<file path="config.mk">
export PLATFORM = sky130hd
export DESIGN_NAME = tipi_rpi_to_ti
export DESIGN_NICKNAME = d
export VERILOG_FILES = /design/src/rtl/tipi_rpi_to_ti.sv
export SDC_FILE = /design/constraint.sdc
export NUM_CORES = 1
export LEC_CHECK = 0
export ABC_AREA = 1
export ABC_CLOCK_PERIOD_IN_PS = 1730
export CAP_MARGIN = 10
export CORE_UTILIZATION = 54
export CTS_CLUSTER_SIZE = 8
export DETAILED_ROUTE_END_ITERATION = 6
export GPL_ROUTABILITY_DRIVEN = 0
export PLACE_DENSITY_LB_ADDON = 0.1
export SYNTH_ARGS = -nofsm -noshare
export SYNTH_HDL_FRONTEND = slang
export SYNTH_SLANG_ARGS = --single-unit
</file>
<file path="constraint.sdc">
create_clock -name clk -period 1.73 [get_ports clk]
set_input_delay 0.2595 -clock clk [delete_from_list [all_inputs] [get_ports clk]]
set_output_delay 0.2595 -clock clk [all_outputs]
set_load 0.02 [all_outputs]
</file>
<file path="src/rtl/tipi_rpi_to_ti.sv">
// RPi->TI mailbox: serial RPi frames land in RD/RC, which the TI reads as memory-mapped bytes.
// Latency: every RPi/TI input acts SYNC_STAGES+1 clk cycles after it changes.
// Backpressure: none; a commit that hits a register under TI read is parked until the read ends.
module tipi_rpi_to_ti #(
    parameter int          SYNC_STAGES = 2,
    parameter logic [15:0] ADDR_RD     = 16'h5FFB,
    parameter logic [15:0] ADDR_RC     = 16'h5FF9
) (
    input  logic        clk,
    input  logic        rst_n,
    input  logic        r_clk,
    input  logic        r_dout,
    input  logic        r_le,
    input  logic        r_rt,
    input  logic [15:0] ti_a,        // TI A0 (the TI's MSB) is bit 15 here
    input  logic        ti_memen,
    input  logic        ti_dbin,
    output logic [7:0]  ti_dout,
    output logic        tipi_data_out,
    output logic [7:0]  rd_q,
    output logic [7:0]  rc_q,
    output logic        rd_pending,
    output logic        rc_pending,
    output logic        frame_err
);

    localparam int N = SYNC_STAGES;

    logic [N-1:0] clk_sy, dout_sy, le_sy, rt_sy, memen_sy, dbin_sy;
    logic         clk_s, dout_s, le_s, rt_s, memen_s, dbin_s;
    logic         clk_d, le_d, rd_act_d, rc_act_d;
    logic [15:0]  a_q;
    logic [7:0]   sh;
    logic [3:0]   cnt;
    logic [7:0]   rd_sh, rc_sh;
    logic         rd_sh_vld, rc_sh_vld;

    logic clk_rise, le_rise, commit_ok, rd_wr, rc_wr;
    logic rd_act, rc_act, rd_fall, rc_fall;

    assign clk_s   = clk_sy[N-1];
    assign dout_s  = dout_sy[N-1];
    assign le_s    = le_sy[N-1];
    assign rt_s    = rt_sy[N-1];
    assign memen_s = memen_sy[N-1];
    assign dbin_s  = dbin_sy[N-1];

    assign clk_rise  = clk_s & ~clk_d;
    assign le_rise   = le_s & ~le_d;
    assign commit_ok = le_rise & (cnt == 4'd8);
    assign rd_wr     = commit_ok & ~rt_s;
    assign rc_wr     = commit_ok & rt_s;

    assign rd_act  = ~memen_s & dbin_s & (a_q == ADDR_RD);
    assign rc_act  = ~memen_s & dbin_s & (a_q == ADDR_RC);
    assign rd_fall = rd_act_d & ~rd_act;
    assign rc_fall = rc_act_d & ~rc_act;

    always_ff @(posedge clk) begin
        if (!rst_n) begin
            clk_sy        <= '0;
            dout_sy       <= '0;
            le_sy         <= '0;
            rt_sy         <= '0;
            memen_sy      <= '1;
            dbin_sy       <= '0;
            clk_d         <= 1'b0;
            le_d          <= 1'b0;
            rd_act_d      <= 1'b0;
            rc_act_d      <= 1'b0;
            a_q           <= '0;
            sh            <= '0;
            cnt           <= '0;
            rd_sh         <= '0;
            rc_sh         <= '0;
            rd_sh_vld     <= 1'b0;
            rc_sh_vld     <= 1'b0;
            rd_q          <= '0;
            rc_q          <= '0;
            rd_pending    <= 1'b0;
            rc_pending    <= 1'b0;
            frame_err     <= 1'b0;
            ti_dout       <= '0;
            tipi_data_out <= 1'b1;
        end else begin
            clk_sy   <= {clk_sy[N-2:0], r_clk};
            dout_sy  <= {dout_sy[N-2:0], r_dout};
            le_sy    <= {le_sy[N-2:0], r_le};
            rt_sy    <= {rt_sy[N-2:0], r_rt};
            memen_sy <= {memen_sy[N-2:0], ti_memen};
            dbin_sy  <= {dbin_sy[N-2:0], ti_dbin};
            a_q      <= ti_a;
            clk_d    <= clk_s;
            le_d     <= le_s;
            rd_act_d <= rd_act;
            rc_act_d <= rc_act;

            frame_err <= le_rise & (cnt != 4'd8);

            // A latch edge swallows any shift edge arriving in the same cycle.
            if (le_rise) begin
                cnt <= '0;
            end else if (clk_rise) begin
                sh <= {sh[6:0], dout_s};
                if (cnt != 4'd9)
                    cnt <= cnt + 4'd1;
            end

            if (rd_wr && rd_act) begin
                rd_sh     <= sh;
                rd_sh_vld <= 1'b1;
            end else if (rd_wr) begin
                rd_q      <= sh;
                rd_sh_vld <= 1'b0;
            end else if (rd_fall && rd_sh_vld) begin
                rd_q      <= rd_sh;
                rd_sh_vld <= 1'b0;
            end
            if ((rd_wr && !rd_act) || (rd_fall && rd_sh_vld))
                rd_pending <= 1'b1;
            else if (rd_fall)
                rd_pending <= 1'b0;

            if (rc_wr && rc_act) begin
                rc_sh     <= sh;
                rc_sh_vld <= 1'b1;
            end else if (rc_wr) begin
                rc_q      <= sh;
                rc_sh_vld <= 1'b0;
            end else if (rc_fall && rc_sh_vld) begin
                rc_q      <= rc_sh;
                rc_sh_vld <= 1'b0;
            end
            if ((rc_wr && !rc_act) || (rc_fall && rc_sh_vld))
                rc_pending <= 1'b1;
            else if (rc_fall)
                rc_pending <= 1'b0;

            if (rd_act) begin
                tipi_data_out <= 1'b0;
                ti_dout       <= rd_q;
            end else if (rc_act) begin
                tipi_data_out <= 1'b0;
                ti_dout       <= rc_q;
            end else begin
                tipi_data_out <= 1'b1;
            end
        end
    end

endmodule

</file>
==> reports/metrics.csv, run 1 <==
stage,metric,value,unit
outcome,run_status,"complete, no violations",
cts,number_of_buffers_inserted_by_post_cts_setup_repair,0,
worst_setup_path,critical_path_class,reg -> reg,
cts,post_cts_resized,0,
worst_setup_path,worst-endpoint-required,1.98,ns
worst_setup_path,cp_data_arrival_time,1.87,ns
sta,timing.final.hold_violations,0,
job,max_cap_viol_count,0,
grt,gr-usage-all-layers,23.8,%
synthesis,yosys.area.top_type,sky130_fd_sc_hd__dfxtp_1,
power_and_ir_drop,ir_drop,0.446,mV
power_and_ir_drop,power,0.00376,W
power_and_ir_drop,p_leak,2.18,nW
synthesis,netlist_area_before_placement,3750,um2
placement,hpwl,5440,um
die,die_x,85.3,um
worst_setup_path,timing.critical_path.to,rd_q[5],
cts,tritoncts,done,
worst_setup_path,worstSetupEndpointType,flip-flop,
cells_and_area,drive_above_1_share,8.60,%
cts,clock_sink_count,90,
routing,ant_nets,0,
worst_setup_path,crit_path_max_fanout,12,
placement,numPortBuffers,51,
synthesis,synth.top_cells.by_area,"sky130_fd_sc_hd__dfxtp_1 (48%), sky130_fd_sc_hd__nand2_1 (17%), sky130_fd_sc_hd__inv_1 (9.3%)",
die,die_area,7280,um2
cts,cts_buffers,9,
worst_setup_path,cp-startpoint,cnt[0],
routing,routed_wirelength,7740,um
die,coreArea,6530,um2
placement,numPlacedInstances,654,
sta,drv_slew,0,
worst_setup_path,r2r-end,rd_q[5],
synthesis,synthesis.yosys.warnings,0,
routing,drcViolationCount,0,
sta,final.min_clock_period,1.62,ns
routing,initialDrtViolationCount,171,
cts,number_of_levels_in_the_clock_h_tree,3,
synthesis,synthesis.nets,560,
sta,clock.fmax,619,MHz
worst_setup_path,worst-r2r-setup-slack,0.11,ns
die,fp-row-count,29,
sta,fin_worst_hold_slack,0.320,ns
sta,maxSlewHeadroom,66.3,%
cells_and_area,synthesis_to_finish_area_growth,20.7,%
synthesis,synth_top_cell_area_share,48.1,%
worst_setup_path,start_kind,flip-flop,
cts,clk_pin_slew,0.09,ns
sta,setup_ws,0.114,ns
synthesis,postSynthAreaPerCell,7.03,um2
cells_and_area,post_layout_nonfiller_instances,670,
synthesis,netlist-cell-type-count,25,
placement,postPlaceCellArea,4320,um2
routing,wire_per_inst,11.6,um
worst_setup_path,r2r_cells,10,
routing,dr_total_vias,3170,
routing,via_per_inst,4.73,
cts,clk_root_buffer_cell,sky130_fd_sc_hd__clkbuf_8,
routing,first_pass_iters,4,
cts,clk-insertion-delay-late,0.36,ns
grt,global_route_wire_length_before_repair,13400,um
cts,clockBufferDepth,2,
die,die-height,85.3,um
sta,largest_clock_skew_in_the_final_design,0.0122,ns
grt,pin_count_of_the_biggest_net_entering_global_routing,52,
min_path,worst_hold_startpoint,rst_n,
power_and_ir_drop,power.density_cell_area,832,nW/um2
die,io-pin-count,52,
cts,cts_hold_buffers,0,
placement,place_ws,0.135,ns
grt,globalRoute.totalOverflow,0,
synthesis,syn_inst,533,
synthesis,number_of_synthesized_register_bits,90,
die,start_util,57.4,%
cells_and_area,finalNetCount,615,
sta,setup-violations-final,0,
synthesis,ys_seq_area_share,48.1,%
grt,first_global_vias,2986,
sta,layout_worst_path_cycle_share,93.4,%
cells_and_area,antenna_cells_inserted,0,
grt,initial_antenna_violation_count,0,
sta,grt_setup_unrepaired,yes,
sta,worstMarginPinSlew,0.505,ns
min_path,timing.hold.worst.class,in -> reg,
worst_setup_path,timing.rr.start,cnt[0],
cells_and_area,final_design_area_excluding_fillers,4520,um2
[report_power, final]
part	total [W]	internal (W)	switching, W
Clock	0.00144	0.000677	0.000762
Sequential	0.00213	0.00212	0.0000169
Combinational	0.000191	0.0000823	0.000109
Total	0.00376	0.00287	0.000888
[cell usage after synthesis]
master / instances
sky130_fd_sc_hd__buf_8: 1
sky130_fd_sc_hd__nand3_2: 3
sky130_fd_sc_hd__buf_6: 2
sky130_fd_sc_hd__nor2_2: 6
sky130_fd_sc_hd__nor2_1: 65
sky130_fd_sc_hd__nand2_1: 168
sky130_fd_sc_hd__nor3_1: 1
sky130_fd_sc_hd__nand2_2: 2
sky130_fd_sc_hd__nand4_1: 8
sky130_fd_sc_hd__nand3_1: 12
sky130_fd_sc_hd__or2_2: 2
sky130_fd_sc_hd__nand2_4: 3
sky130_fd_sc_hd__buf_1: 2
sky130_fd_sc_hd__inv_1: 93
sky130_fd_sc_hd__a21oi_1: 22
sky130_fd_sc_hd__clkinv_1: 1
sky130_fd_sc_hd__a21boi_0: 1
sky130_fd_sc_hd__dfxtp_1: 90
sky130_fd_sc_hd__nor2_4: 4
sky130_fd_sc_hd__inv_2: 4
sky130_fd_sc_hd__o21ai_0: 28
sky130_fd_sc_hd__nand3_4: 2
sky130_fd_sc_hd__buf_2: 3
sky130_fd_sc_hd__clkbuf_1: 7
sky130_fd_sc_hd__ha_1: 3
[final cells by class]
type / count / area [um2]
flip-flops and latches: 90 / 1800
inverters: 98 / 368
clock inverters: 7 / 77.6
fillers: 555 / 2010
clock buffers: 9 / 124
well taps: 77 / 96.3
multi-input cells: 330 / 1490
repair buffers: 59 / 566
[cells in the final DEF (no fill, tap or decap)]
master and instances:
sky130_fd_sc_hd__nand2_2 2, sky130_fd_sc_hd__nand2_4 3, sky130_fd_sc_hd__inv_6 2, sky130_fd_sc_hd__nor3_1 1, sky130_fd_sc_hd__dfxtp_1 90, sky130_fd_sc_hd__bufinv_16 1
sky130_fd_sc_hd__nand3_4 2, sky130_fd_sc_hd__a21boi_0 1, sky130_fd_sc_hd__clkbuf_8 9, sky130_fd_sc_hd__clkinvlp_4 4, sky130_fd_sc_hd__clkdlybuf4s50_1 50, sky130_fd_sc_hd__nor2_2 6
sky130_fd_sc_hd__a21oi_1 22, sky130_fd_sc_hd__buf_4 8, sky130_fd_sc_hd__nor2_4 4, sky130_fd_sc_hd__nand4_1 8, sky130_fd_sc_hd__nand3_1 12, sky130_fd_sc_hd__inv_1 93
sky130_fd_sc_hd__ha_1 3, sky130_fd_sc_hd__clkinv_1 1, sky130_fd_sc_hd__or2_2 2, sky130_fd_sc_hd__nand2_1 168, sky130_fd_sc_hd__inv_2 4, sky130_fd_sc_hd__nand3_2 3
sky130_fd_sc_hd__nor2_1 65, sky130_fd_sc_hd__buf_2 1, sky130_fd_sc_hd__o21ai_0 28
[sequential cells by signal, summed over array words and instances (netlist names), 2 cells and up]
register and count:
rd_sh 8, ti_dout 8, rc_q 8, rd_q 8, clk_sy 2, sh 8, rc_sh 8, dbin_sy 2
memen_sy 2, a_q 16, cnt 4, rt_sy 2, dout_sy 2, le_sy 2
[metal layers]
layer | GRT usage, % | share of wire (%)
met1 | 30.4 | 46
met2 | 39.1 | 47
met3 | 3.50 | 3.8
met4 | 12.9 | 3.3
met5 | 0 | 0
[cell families (layout without fill, tap and decap cells)]
logic type	Yosys count	count (layout)	share of synthesized area [%]
flip-flops	90	90	48.1
adder cells (fa/ha/maj)	3	3	1.00
AO/OA/AOI/OAI	51	51	6.88
AND/OR/NAND/NOR	276	276	31.9
buffers and inverters	113	173	12.1
[critical path: stages, from the launching register on]
cell and delay (ns):
sky130_fd_sc_hd__dfxtp_1 0.35, sky130_fd_sc_hd__inv_1 0.10, sky130_fd_sc_hd__ha_1 0.18, sky130_fd_sc_hd__nand3_2 0.11
sky130_fd_sc_hd__nor2_4 0.11, sky130_fd_sc_hd__nand2_2 0.12, sky130_fd_sc_hd__buf_4 0.20, sky130_fd_sc_hd__nand2_1 0.07
sky130_fd_sc_hd__o21ai_0 0.10, sky130_fd_sc_hd__nor2_1 0.12, sky130_fd_sc_hd__nor2_1 0.06
[worst min path at each step]
stage / cells past startpoint / slack, ns / to
global route: 3 / 0.35 / rd_act_d
CTS: 3 / 0.32 / rc_act_d
detailed placement: 2 / 0.40 / dbin_sy[1]
finish: 3 / 0.32 / rc_act_d
floorplan: 2 / 0.36 / a_q[0]
global placement: 2 / 0.39 / dbin_sy[1]
[stage by stage]
stage,TNS [ns],utilization [%]
floorplan,0,-
detailed placement,0,66.2
CTS,0,69.3
finish,0,69.3
global route,-0.00898,69.3
global placement,0,66.2
Power figures use the tool's default switching activity.
==> inputs of run 2 (changes only) <==
Settings changed: TNS_END_PERCENT from default to 5.
==> results of run 2 <==
The final DEF is identical to that of run 1; final timing and power are the same.
